<file path="src/rtl/led_seq_pkg.sv">
// Shared encodings for the LED sequencer: mode codes, FSM states,
// per-mode initial patterns and small pattern helpers.
package led_seq_pkg;

    localparam int unsigned NUM_LEDS_DEF = 4;
    localparam int unsigned MODE_W       = 2;
    localparam int unsigned PAT_W        = 4;

    localparam logic [MODE_W-1:0] MODE_BLINK  = 2'd0;
    localparam logic [MODE_W-1:0] MODE_CHASE  = 2'd1;
    localparam logic [MODE_W-1:0] MODE_BOUNCE = 2'd2;
    localparam logic [MODE_W-1:0] MODE_BINARY = 2'd3;

    localparam logic [0:0] ST_IDLE = 1'b0;
    localparam logic [0:0] ST_RUN  = 1'b1;

    localparam logic [PAT_W-1:0] INIT_BLINK  = 4'b1111;
    localparam logic [PAT_W-1:0] INIT_CHASE  = 4'b0001;
    localparam logic [PAT_W-1:0] INIT_BOUNCE = 4'b0001;
    localparam logic [PAT_W-1:0] INIT_BINARY = 4'b0000;

    // Pattern loaded when a mode is (re)started.
    function automatic logic [PAT_W-1:0] init_pattern(input logic [MODE_W-1:0] m);
        logic [PAT_W-1:0] p;
        case (m)
            MODE_BLINK:  p = INIT_BLINK;
            MODE_CHASE:  p = INIT_CHASE;
            MODE_BOUNCE: p = INIT_BOUNCE;
            default:     p = INIT_BINARY;
        endcase
        return p;
    endfunction

    // True when exactly one LED is lit.
    function automatic logic is_onehot(input logic [PAT_W-1:0] v);
        return (v == 4'b0001) || (v == 4'b0010) ||
               (v == 4'b0100) || (v == 4'b1000);
    endfunction

endpackage

</file>
<file path="src/rtl/led_sequencer_if.sv">
// Mode request handshake plus LED/tick outputs of the sequencer.
//   mode, mode_valid : requester -> sequencer
//   mode_ready       : sequencer -> requester
//   led, tick        : sequencer -> board / observer
interface led_sequencer_if
    import led_seq_pkg::*;
#(
    parameter int unsigned NUM_LEDS = NUM_LEDS_DEF
);
    logic [MODE_W-1:0]   mode;
    logic                mode_valid;
    logic                mode_ready;
    logic [NUM_LEDS-1:0] led;
    logic                tick;

    modport master (
        output mode,
        output mode_valid,
        input  mode_ready,
        input  led,
        input  tick
    );

    modport slave (
        input  mode,
        input  mode_valid,
        output mode_ready,
        output led,
        output tick
    );
endinterface

</file>
<file path="src/rtl/led_tick_gen.sv">
// Free-running prescaler producing a registered one-cycle tick every
// 2^PRESCALE_WIDTH clocks.
//   clk    : clock
//   rst    : synchronous active-high reset
//   tick   : registered pulse, high in the cycle after the counter wraps
//   wrap_c : combinational, high in the cycle the counter is at max
//            (i.e. the edge ending this cycle raises tick)
module led_tick_gen #(
    parameter int unsigned PRESCALE_WIDTH = 22
) (
    input  logic clk,
    input  logic rst,
    output logic tick,
    output logic wrap_c
);
    logic [PRESCALE_WIDTH-1:0] cnt;

    assign wrap_c = (cnt == '1);

    // Counter wraps naturally from max to zero.
    always_ff @(posedge clk) begin
        if (rst) begin
            cnt  <= '0;
            tick <= 1'b0;
        end else begin
            cnt  <= cnt + PRESCALE_WIDTH'(1);
            tick <= wrap_c;
        end
    end
endmodule

</file>
<file path="src/rtl/led_sequencer.sv">
// Animated LED pattern sequencer. A prescaler tick steps the current
// pattern; mode requests are latched through a valid/ready handshake and
// only take effect on a tick boundary.
//   CLKIN  : system clock
//   RESET  : synchronous active-high reset
//   bus    : slave side of led_sequencer_if (mode request, LEDs, tick)
module led_sequencer
    import led_seq_pkg::*;
#(
    parameter int unsigned PRESCALE_WIDTH = 22,
    parameter int unsigned NUM_LEDS       = NUM_LEDS_DEF
) (
    input  logic           CLKIN,
    input  logic           RESET,
    led_sequencer_if.slave bus
);
    logic wrap_c;
    logic tick_q;

    led_tick_gen #(
        .PRESCALE_WIDTH(PRESCALE_WIDTH)
    ) u_tick_gen (
        .clk    (CLKIN),
        .rst    (RESET),
        .tick   (tick_q),
        .wrap_c (wrap_c)
    );

    logic [0:0]        state_q,        state_d;
    logic [MODE_W-1:0] cur_mode_q,     cur_mode_d;
    logic [MODE_W-1:0] pending_mode_q, pending_mode_d;
    logic              pending_q,      pending_d;
    logic              ready_q,        ready_d;
    logic [PAT_W-1:0]  led_q,          led_d;
    logic              dir_up_q,       dir_up_d;
    logic [MODE_W-1:0] start_mode_c;
    logic              accept_c;

    assign accept_c     = bus.mode_valid && ready_q;
    // A pending request always wins at the next tick, even from IDLE.
    assign start_mode_c = pending_q ? pending_mode_q : cur_mode_q;

    // State and output registers.
    always_ff @(posedge CLKIN) begin
        if (RESET) begin
            state_q        <= ST_IDLE;
            cur_mode_q     <= MODE_BLINK;
            pending_mode_q <= MODE_BLINK;
            pending_q      <= 1'b0;
            ready_q        <= 1'b1;
            led_q          <= '0;
            dir_up_q       <= 1'b1;
        end else begin
            state_q        <= state_d;
            cur_mode_q     <= cur_mode_d;
            pending_mode_q <= pending_mode_d;
            pending_q      <= pending_d;
            ready_q        <= ready_d;
            led_q          <= led_d;
            dir_up_q       <= dir_up_d;
        end
    end

    // Next-state, pattern stepping and handshake.
    always_comb begin
        state_d        = state_q;
        cur_mode_d     = cur_mode_q;
        pending_mode_d = pending_mode_q;
        pending_d      = pending_q;
        ready_d        = ready_q;
        led_d          = led_q;
        dir_up_d       = dir_up_q;

        case (state_q)
            ST_IDLE: begin
                if (wrap_c) begin
                    led_d    = init_pattern(start_mode_c);
                    dir_up_d = 1'b1;
                    state_d  = ST_RUN;
                end
            end
            ST_RUN: begin
                if (wrap_c) begin
                    if (pending_q) begin
                        led_d    = init_pattern(pending_mode_q);
                        dir_up_d = 1'b1;
                    end else begin
                        case (cur_mode_q)
                            MODE_BLINK: led_d = ~led_q;
                            MODE_CHASE: begin
                                led_d = is_onehot(led_q) ? {led_q[2:0], led_q[3]}
                                                         : INIT_CHASE;
                            end
                            MODE_BOUNCE: begin
                                // End values are held for one tick: turn around
                                // while moving away from the end in one step.
                                if (!is_onehot(led_q)) begin
                                    led_d    = INIT_BOUNCE;
                                    dir_up_d = 1'b1;
                                end else if (dir_up_q) begin
                                    if (led_q == 4'b1000) begin
                                        led_d    = 4'b0100;
                                        dir_up_d = 1'b0;
                                    end else begin
                                        led_d = led_q << 1;
                                    end
                                end else begin
                                    if (led_q == 4'b0001) begin
                                        led_d    = 4'b0010;
                                        dir_up_d = 1'b1;
                                    end else begin
                                        led_d = led_q >> 1;
                                    end
                                end
                            end
                            default: led_d = led_q + 4'd1;
                        endcase
                    end
                end
            end
            default: state_d = ST_IDLE;
        endcase

        // Apply uses the pending flag as it was before this edge, so a request
        // accepted on a tick edge waits for the following tick.
        if (wrap_c && pending_q) begin
            cur_mode_d = pending_mode_q;
            pending_d  = 1'b0;
            ready_d    = 1'b1;
        end else if (accept_c) begin
            pending_mode_d = bus.mode;
            pending_d      = 1'b1;
            ready_d        = 1'b0;
        end
    end

    assign bus.led        = NUM_LEDS'(led_q);
    assign bus.tick       = tick_q;
    assign bus.mode_ready = ready_q;
endmodule

</file>
<file path="src/flat_wrapper.sv">
// flat-port wrapper written by rule: the top's interface ports become plain ports
module led_sequencer_flat import led_seq_pkg::*;
#(
    parameter int unsigned PRESCALE_WIDTH = 22,
    parameter int unsigned NUM_LEDS       = NUM_LEDS_DEF
)
  (CLKIN, RESET, bus_mode, bus_mode_valid, bus_mode_ready, bus_led, bus_tick);
  led_sequencer_if #(.NUM_LEDS(NUM_LEDS)) bus_i ();
  input  logic CLKIN;
  input  logic RESET;
  input wire logic [$bits(bus_i.mode)-1:0] bus_mode;
  input wire logic [$bits(bus_i.mode_valid)-1:0] bus_mode_valid;
  output wire logic [$bits(bus_i.mode_ready)-1:0] bus_mode_ready;
  output wire logic [$bits(bus_i.led)-1:0] bus_led;
  output wire logic [$bits(bus_i.tick)-1:0] bus_tick;
  assign bus_i.mode = bus_mode;
  assign bus_i.mode_valid = bus_mode_valid;
  assign bus_mode_ready = bus_i.mode_ready;
  assign bus_led = bus_i.led;
  assign bus_tick = bus_i.tick;
  led_sequencer #(.PRESCALE_WIDTH(PRESCALE_WIDTH), .NUM_LEDS(NUM_LEDS)) u_core (.CLKIN(CLKIN), .RESET(RESET), .bus(bus_i));
endmodule
</file>
<file path="config.mk">
export PLATFORM = sky130hd
export DESIGN_NAME = led_sequencer_flat
export DESIGN_NICKNAME = d
export VERILOG_FILES = /design/src/rtl/led_seq_pkg.sv /design/src/rtl/led_sequencer_if.sv /design/src/rtl/led_tick_gen.sv /design/src/rtl/led_sequencer.sv /design/src/flat_wrapper.sv
export SDC_FILE = /design/constraint.sdc
export NUM_CORES = 1
export LEC_CHECK = 0
export ABC_CLOCK_PERIOD_IN_PS = 1800
export CORE_MARGIN = 10
export CORE_UTILIZATION = 50
export DETAILED_ROUTE_END_ITERATION = 10
export MAX_ROUTING_LAYER = met4
export PLACE_DENSITY = 0.71
export SLEW_MARGIN = 10
export SYNTH_ARGS = -nofsm -noshare
export SYNTH_HDL_FRONTEND = slang
export SYNTH_SLANG_ARGS = --single-unit
</file>
<file path="constraint.sdc">
create_clock -name CLKIN -period 1.8 [get_ports CLKIN]
set_input_delay 0.36 -clock CLKIN [delete_from_list [all_inputs] [get_ports CLKIN]]
set_output_delay 0.36 -clock CLKIN [all_outputs]
set_load 0.01 [all_outputs]
</file>
After elaboration in Yosys (flattened, before gate mapping)
Cells that the tools add are included.
{"block": "word_totals", "regBits": 35, "word_cells": 66, "out_inout_bits": 6}
{"block": "op_classes", "n_reduce_logical": 14, "n_addsub": 2, "muxes": 24, "bitwise": 3, "eq_ne": 14}
{"cell": "4-bit two-way mux", "n": 7}
{"cell": "4-bit case mux with 2 select lines", "n": 3}
{"cell": "22-bit by 1-bit adder with 22-bit output (second input constant)", "n": 1}
{"cell": "22-bit equality test (second input constant)", "n": 1}
{"cell": "4-bit case mux with 3 select lines", "n": 1}
{"cell": "1-bit two-way mux", "n": 10}
{"cell": "2-bit by 1-bit equality test with 1-bit output (second input constant)", "n": 3}
{"cell": "2-bit equality test (second input constant)", "n": 3}
{"cell": "2-bit zero test", "n": 3}
{"cell": "2-bit OR reduction", "n": 3}
{"cell": "4-bit by 1-bit adder with 4-bit output (second input constant)", "n": 1}
{"cell": "4-bit by 1-bit equality test with 1-bit output (second input constant)", "n": 1}
{"cell": "4-bit by 2-bit equality test with 1-bit output (second input constant)", "n": 1}
{"cell": "4-bit by 3-bit equality test with 1-bit output (second input constant)", "n": 1}
{"cell": "4-bit equality test (second input constant)", "n": 1}
{"cell": "2-bit by 1-bit inequality test with 1-bit output (second input constant)", "n": 2}
{"cell": "4-bit NOT", "n": 1}
{"cell": "2-bit AND reduction", "n": 2}
{"cell": "1-bit logical OR", "n": 3}
{"cell": "3-bit two-way mux", "n": 1}
{"cell": "3-bit inequality test (second input constant)", "n": 1}
{"cell": "3-bit AND reduction", "n": 1}
{"cell": "1-bit logical AND", "n": 2}
{"cell": "2-bit two-way mux", "n": 1}
{"cell": "other kinds (2)", "n": 3}

Logic depth before layout (Yosys ltp)
Gate-level depths: netlist (run 1).
{"block": "depth", "ltp_word": 9, "mapped_depth": 7}

Hierarchy
Synthesis (run 1) repeated with hierarchy kept, for this count alone.
{"block": "unflattened", "hier_cells": 234, "area_unflattened_um2": 1970.6}
{"module": "led_tick_gen", "area_per_inst_um2": 1043.5, "cells_each": 118, "instances": 1}
{"module": "led_sequencer", "area_per_inst_um2": 927.1, "cells_each": 116, "instances": 1}

Least setup slack after synthesis (run 1)
OpenSTA, ideal clock, no wires.
{"block": "synth_path", "path_type": "register -> register", "from": "reg u_core.u_tick_gen.cnt[0]", "to": "reg u_core.led_q[1] (netlist: u_core.bus.led[1])", "stages_incl_launch_ff": 7, "required_ns": 1.661, "t_arrival_ns": 1.690, "setup_time_ns": 0.139, "synth_period_minus_slack_ns": 1.829, "slack_ns": -0.029, "path_cell_list": "dfxtp_1 > ha_1 > and4_4 > nand2_2 > or4_4 > a211oi_2 > a221oi_1"}
{"block": "synth_between", "elab_chain_len": 3, "elab_cells_between_ends": 4}
{"item": "start: declaration", "line_no": "led_tick_gen.sv:16", "source": "logic [PRESCALE_WIDTH-1:0] cnt;"}
{"item": "start signal: assignment", "line_no": "led_tick_gen.sv:26", "source": "cnt <= cnt + PRESCALE_WIDTH'(1);"}
{"item": "22-bit equality test (*)", "line_no": "led_tick_gen.sv:18", "source": "assign wrap_c = (cnt == '1);"}
{"item": "2-bit by 1-bit inequality test with 1-bit output (no line)"}
{"item": "2-bit AND reduction (no line) (*)"}
{"item": "end signal: assignment", "line_no": "led_sequencer.sv:59", "source": "led_q <= led_d;"}
{"item": "end: declaration", "line_no": "led_sequencer.sv:34", "source": "logic [PAT_W-1:0] led_q, led_d;"}
Every way passes the cells marked *; elsewhere a longest branch is shown, timed or not.
A chain may end at the register's enable or synchronous reset.

Worst setup path after layout (run 1)
{"block": "layout_path", "from": "reg u_core.u_tick_gen.cnt[0]", "to": "reg u_core.led_q[2] (netlist: u_core.bus.led[2])"}
The elaborated chain is that of the path after synthesis.

==> run summary, run 1 <==
Root Buffer - clkbuf_8
mapped cell area - 1873 µm²
global-route track usage on met2 - 19.11%
Crit. End Element - flop
Critical Path RT - 1.96 ns
most used routing layer - met2
Cell Area, Placed - 2201 µm²
drt total wl - 4162 µm
r2r worst-path depth - 6
IO buf count - 10
reg2reg setup slack - 0.01 ns
die height - 81.21 µm
die area - 6594 µm²
clk_skew - 0.004945 ns
Clk Latency, worst-skew pair - 0.29 ns
Initial DRC Count - 186
Critical Path Start Type - flop
synth warn - 0
I/O pin cnt - 11
pre-CTS setup slack - -0.02422 ns
status - complete, no violations
synth cell count leaders - 35 x dfxtp_1, 30 x nor2_1, 15 x xnor2_1
dominant cell type by area after synthesis - dfxtp_1
Tot GR Track Use - 13.42%
largest net degree at the start of global routing - 38
post-route minimum period - 1.786 ns
Cell Rows - 22
top cells by area, synth - dfxtp_1 37%, xnor2_1 7.0%, nor2_1 6.0%
Final #Nets - 271
vias in the first global route - 1509
Num CTS Buffers - 5
CTS tree - built
Area Growth Syn to Fin - 27.86%
Slew Limit Fails - 0
Residual DRC - 0
first-pass GRT wire length - 6927 µm
wire per inst - 13.43 µm
Synth top area share - 37.41%
most frequent cell after synthesis - dfxtp_1
FF+latch count, synth - 35
WHS Path Cells - 2
Arr. time, crit path - 1.95 ns
GR Util met1 - 17.82%
initial antenna violation count - 0
leak pwr - 0.8655 nW
initial core utilization - 51.55%
RePlAce Congestion - 0.9402
Max clock buf depth - 2
Min-Delay Path Class - reg -> reg
vias - 1681
Post-Layout Inst Area - 2395 µm²
Setup WS post-layout - 0.01442 ns
Setup Viol. Count Final - 0
fill cell count - 315
HPWL Detailed - 2868 µm
TritonCTS Sinks - 35
Synth cell types - 45
antenna cells - 0
RSZ-0062 raised after global routing - true
number of synthesized flops with an enable pin - 0
fmax - 0.5600 GHz
Least-Margin Pin Slew - 0.4717 ns
slew margin rel. - 68.26%
Max H-tree Level - 2
crit-path max FO - 4
Power, Total - 1.434 mW
met3 usage - 3.422%
commonest register cell after synthesis - dfxtp_1
setup TNS - 0 ns
Mean Syn Cell Area - 8.362 µm²
Detailed Routing Iterations Pass 1 - 5
Final Cycle Share - 99.20%
Syn Nets - 234
P per Cell Area - 598.8 nW/µm²
Mapped Cells - 224
count of final hold-check violations - 0
Die Wd - 81.21 µm
total of max-cap violations - 0
Clock transition at path regs - 0.07 ns
layout cell share with drive strength beyond 1 - 24.43%
Congestion Overflow GR - 0
DRT antenna net count - 0
worst IR drop on VDD - 0.0004616 V
register area share after synthesis - 37.41%
DR vias/cell - 5.423
fraction of registers with async set/reset - 0%
critical path type - reg -> reg
Core Box Area - 3633 µm²
## per-layer routing
| layer | vias up | share of wire, % |
|---|---|---|
| met5 | - | 0 |
| met1 | 768 | 48 |
| met4 | 0 | 1.3 |
| li1 | 861 | - |
| met3 | 7 | 5.0 |
| met2 | 45 | 46 |
## power by group
group	switching (mW)	leakage, nW	internal (mW)	total [mW]
combinational	0.0344	0.539	0.0371	0.0715
sequential	0.0152	0.285	0.787	0.802
clock	0.290	0.0412	0.270	0.560
total	0.340	0.866	1.09	1.43
## worst paths after layout
check,start,to
setup / recovery,u_core.u_tick_gen.cnt[0],u_core.bus.led[2]
hold / removal,u_core.u_tick_gen.cnt[9],u_core.u_tick_gen.cnt[9]
setup reg to reg,u_core.u_tick_gen.cnt[0],u_core.bus.led[2]
hold reg to reg,u_core.u_tick_gen.cnt[9],u_core.u_tick_gen.cnt[9]
## worst max-delay path, stage by stage (launching register included)
cell and delay [ns]:
dfxtp_2 0.35, ha_4 0.13, and4_4 0.25, nand2_4 0.06, or4_4 0.48, a211oi_4 0.28, a221oi_2 0.10
## cells by family after synthesis
group | Yosys count | share of synthesized area (%)
muxes | 2 | 1.069
xor gates and xnor gates | 19 | 8.884
buffers and inverters | 23 | 5.143
adders and majority gates | 5 | 3.340
AOI/OAI and AO/OA | 46 | 16.37
DFF | 35 | 37.41
and+or+nand+nor | 94 | 27.79
## cell usage in the layout, fill, tap and decap left out, types with 5 or more instances in the layout
| cell type | instances |
|---|---|
| nand2_1 | 9 |
| o21ai_0 | 10 |
| nor2_1 | 30 |
| clkbuf_8 | 5 |
| nand2b_1 | 6 |
| xnor2_1 | 15 |
| a21oi_1 | 11 |
| nor4_2 | 5 |
| nand3_1 | 12 |
| buf_4 | 30 |
| nor3_1 | 5 |
| inv_1 | 11 |
| dfxtp_1 | 31 |
| clkdlybuf4s50_1 | 10 |
## stage by stage
step                hold slack (ns)  utilization, %  std cells
finish                       0.5013           65.91        310
CTS                          0.4977           63.15        305
floorplan                    0.4198               -        224
global placement             0.4685           60.57        297
global route                 0.5402           65.91        310
detailed placement           0.4873           60.57        297
## flip-flops by register name, summed over array words and instances (netlist names)
| register | flops |
|---|---|
| u_core.u_tick_gen.tick | 1 |
| u_core.state_q | 1 |
| u_core.bus.led | 4 |
| u_core.pending_q | 1 |
| u_core.cur_mode_q | 2 |
| u_core.bus.mode_ready | 1 |
| u_core.u_tick_gen.cnt | 22 |
| u_core.dir_up_q | 1 |
| u_core.pending_mode_q | 2 |
## repair_timing
action,in CTS,in global routing
setup endpoints to repair,4,7
pin swaps,1,2
cloned,0,0
hold buffers,0,0
gates resized for setup,2,16
setup buffers,0,5
## final cells by class
type                    count  area (µm²)  area share, %
clock buffers               6       72.57          3.030
clock inverters             2       12.51         0.5225
inverters                  11       41.29          1.724
multi-input cells         166        1146          47.86
flip-flops and latches     35       705.7          29.47
well taps                  48       60.06          2.508
repair buffers             42       356.6          14.89
Note: power is estimated with default switching activity, not from simulation.
==> run 2, diff against run 1 <==
Settings changed: ABC_CLOCK_PERIOD_IN_PS 1800 to 1700, CORE_UTILIZATION 50 to 58, PLACE_DENSITY 0.71 to 0.78.
Clock period 1.8 ns to 1.7 ns, I/O delays scaled along.
==> run 2 against run 1 <==
- largest power group unchanged
- combinational power is 11% higher
- first-iteration DRC count is 8.6% lower
- clock-buffer cell count stayed put
- critical path depth is 1 lower
- global-route usage is 3.2 points higher
- utilization is 13 points higher
- sequential power is 5.7% higher
- fmax is 1.6% higher
- the flow now finishes with violations (setup timing)
- design area is 0.78% higher
- hold slack worse by 0.050 ns
==> run summary, run 2 (synthesis gave the netlist of run 1 again) <==
fmax - 0.5692 GHz
TritonCTS Sinks - 35
antenna cells - 0
delay-heaviest family, CP - simple AND/OR/NAND/NOR gates
critical path type - reg -> reg
Critical-path top delay cell - or4_4
CTS tree - built
Crit. End Element - flop
clk_skew - 0.01302 ns
largest stage delay on the critical path - 0.58 ns
RePlAce Congestion - 0.8771
Final #Nets - 274
Congestion Overflow GR - 0
Cell Area, Placed - 2237 µm²
Initial DRC Count - 170
HPWL Detailed - 3449 µm
Clock transition at path regs - 0.11 ns
Arr. time, crit path - 1.97 ns
P per Cell Area - 644.7 nW/µm²
Tot GR Track Use - 16.67%
setup TNS - -0.1562 ns
fill cell count - 215
Die Wd - 76.83 µm
die height - 76.83 µm
Slew Limit Fails - 0
DRT antenna net count - 0
vias in the first global route - 1751
Setup Viol. Count Final - 3
RSZ-0062 raised after global routing - true
Area Growth Syn to Fin - 28.86%
Detailed Routing Iterations Pass 1 - 4
status - finished with violations
count of final hold-check violations - 0
slew margin rel. - 57.69%
Root Buffer - clkbuf_4
initial core utilization - 60.85%
leak pwr - 0.9294 nW
most common cell after layout, fill and taps aside - buf_4
Num CTS Buffers - 5
Power, Total - 1.556 mW
first-pass GRT wire length - 8128 µm
Critical Path RT - 1.92 ns
vias - 1794
worst IR drop on VDD - 0.0007456 V
largest net degree at the start of global routing - 17
Max H-tree Level - 2
violated checks - setup timing
area occupied by multi-input gates - 1141 µm²
Final Cycle Share - 103.3%
Min-Delay Path Class - reg -> reg
Core Box Area - 3078 µm²
layout cell share with drive strength beyond 1 - 29.06%
DR vias/cell - 5.806
commonest cells after routing, fill and taps aside - 34 x buf_4, 30 x nor2_1, 22 x dfxtp_1
max reg flops - 22
IO buf count - 10
Buf/Inv on CP - 0
Cell Rows - 20
initial antenna violation count - 0
drt total wl - 4830 µm
Max clock buf depth - 2
pre-CTS setup slack - -0.05365 ns
total of max-cap violations - 0
Reg area - 719.4 µm²
die area - 5902 µm²
post-route minimum period - 1.757 ns
I/O pin cnt - 11
Critical Path Start Type - flop
Most flops, register - u_core.u_tick_gen.cnt
crit-path max FO - 3
Setup WS post-layout - -0.05671 ns
Residual DRC - 0
CP cell instances - and4_1 > nand2_2 > or4_4 > a211oi_4 > a221oi_1
Post-CTS Hold Buffers - 0
Post-Layout Inst Area - 2414 µm²
Least-Margin Pin Slew - 0.6288 ns
wire per inst - 15.63 µm
Clk Latency, worst-skew pair - 0.34 ns
final hold slack - 0.4511 ns
-- run 2: path summary, 6_finish.rpt --
check / slack, ns / cells after the start / to / startpoint
hold / removal: 0.45 / 1 / u_core.u_tick_gen.cnt[0] / u_core.u_tick_gen.cnt[0]
hold reg to reg: 0.45 / 1 / u_core.u_tick_gen.cnt[0] / u_core.u_tick_gen.cnt[0]
setup reg to reg: -0.06 / 5 / u_core.bus.led[1] / u_core.u_tick_gen.cnt[9]
setup / recovery: -0.06 / 5 / u_core.bus.led[1] / u_core.u_tick_gen.cnt[9]
-- run 2: stage by stage --
step	instances	utilization (%)
after detailed placement	298	72.68
after floorplan	224	-
after global placement	298	72.68
after global routing	309	78.41
final	309	78.41
after CTS	308	76.79
-- run 2: metal layers --
metal	GRT usage [%]	routed length, µm	vias to the layer above	share of wire [%]
met5	-	0	-	0
met1	19.34	1970	825	41
li1	-	-	870	-
met2	26.22	2408	88	50
met4	7.435	102	0	2.1
met3	4.662	349	11	7.2
-- run 2: area by class of cell --
class / count / area share, %
flip-flops and latches: 35 / 29.81
well taps: 44 / 2.281
clock buffers: 6 / 2.125
inverters: 11 / 1.711
clock inverters: 2 / 1.452
multi-input cells: 166 / 47.28
repair buffers: 45 / 15.34
-- run 2: what timing repair did --
| item | in CTS | in global routing |
|---|---|---|
| cloned | 0 | 0 |
| buffers inserted | 2 | 1 |
| endpoints found under the setup margin | 9 | 12 |
| resized for setup | 11 | 15 |
| pin swaps | 1 | 1 |
-- run 2: worst register-to-register path, stage by stage, from the launching register on --
cell	delay [ns]
dfxtp_2	0.37
and4_1	0.22
nand2_2	0.08
or4_4	0.58
a211oi_4	0.29
a221oi_1	0.11
-- run 2: where the power goes --
group	internal, mW	leakage (nW)	switching [mW]
combinational	0.0390	0.591	0.0406
sequential	0.832	0.290	0.0167
clock	0.347	0.0482	0.281
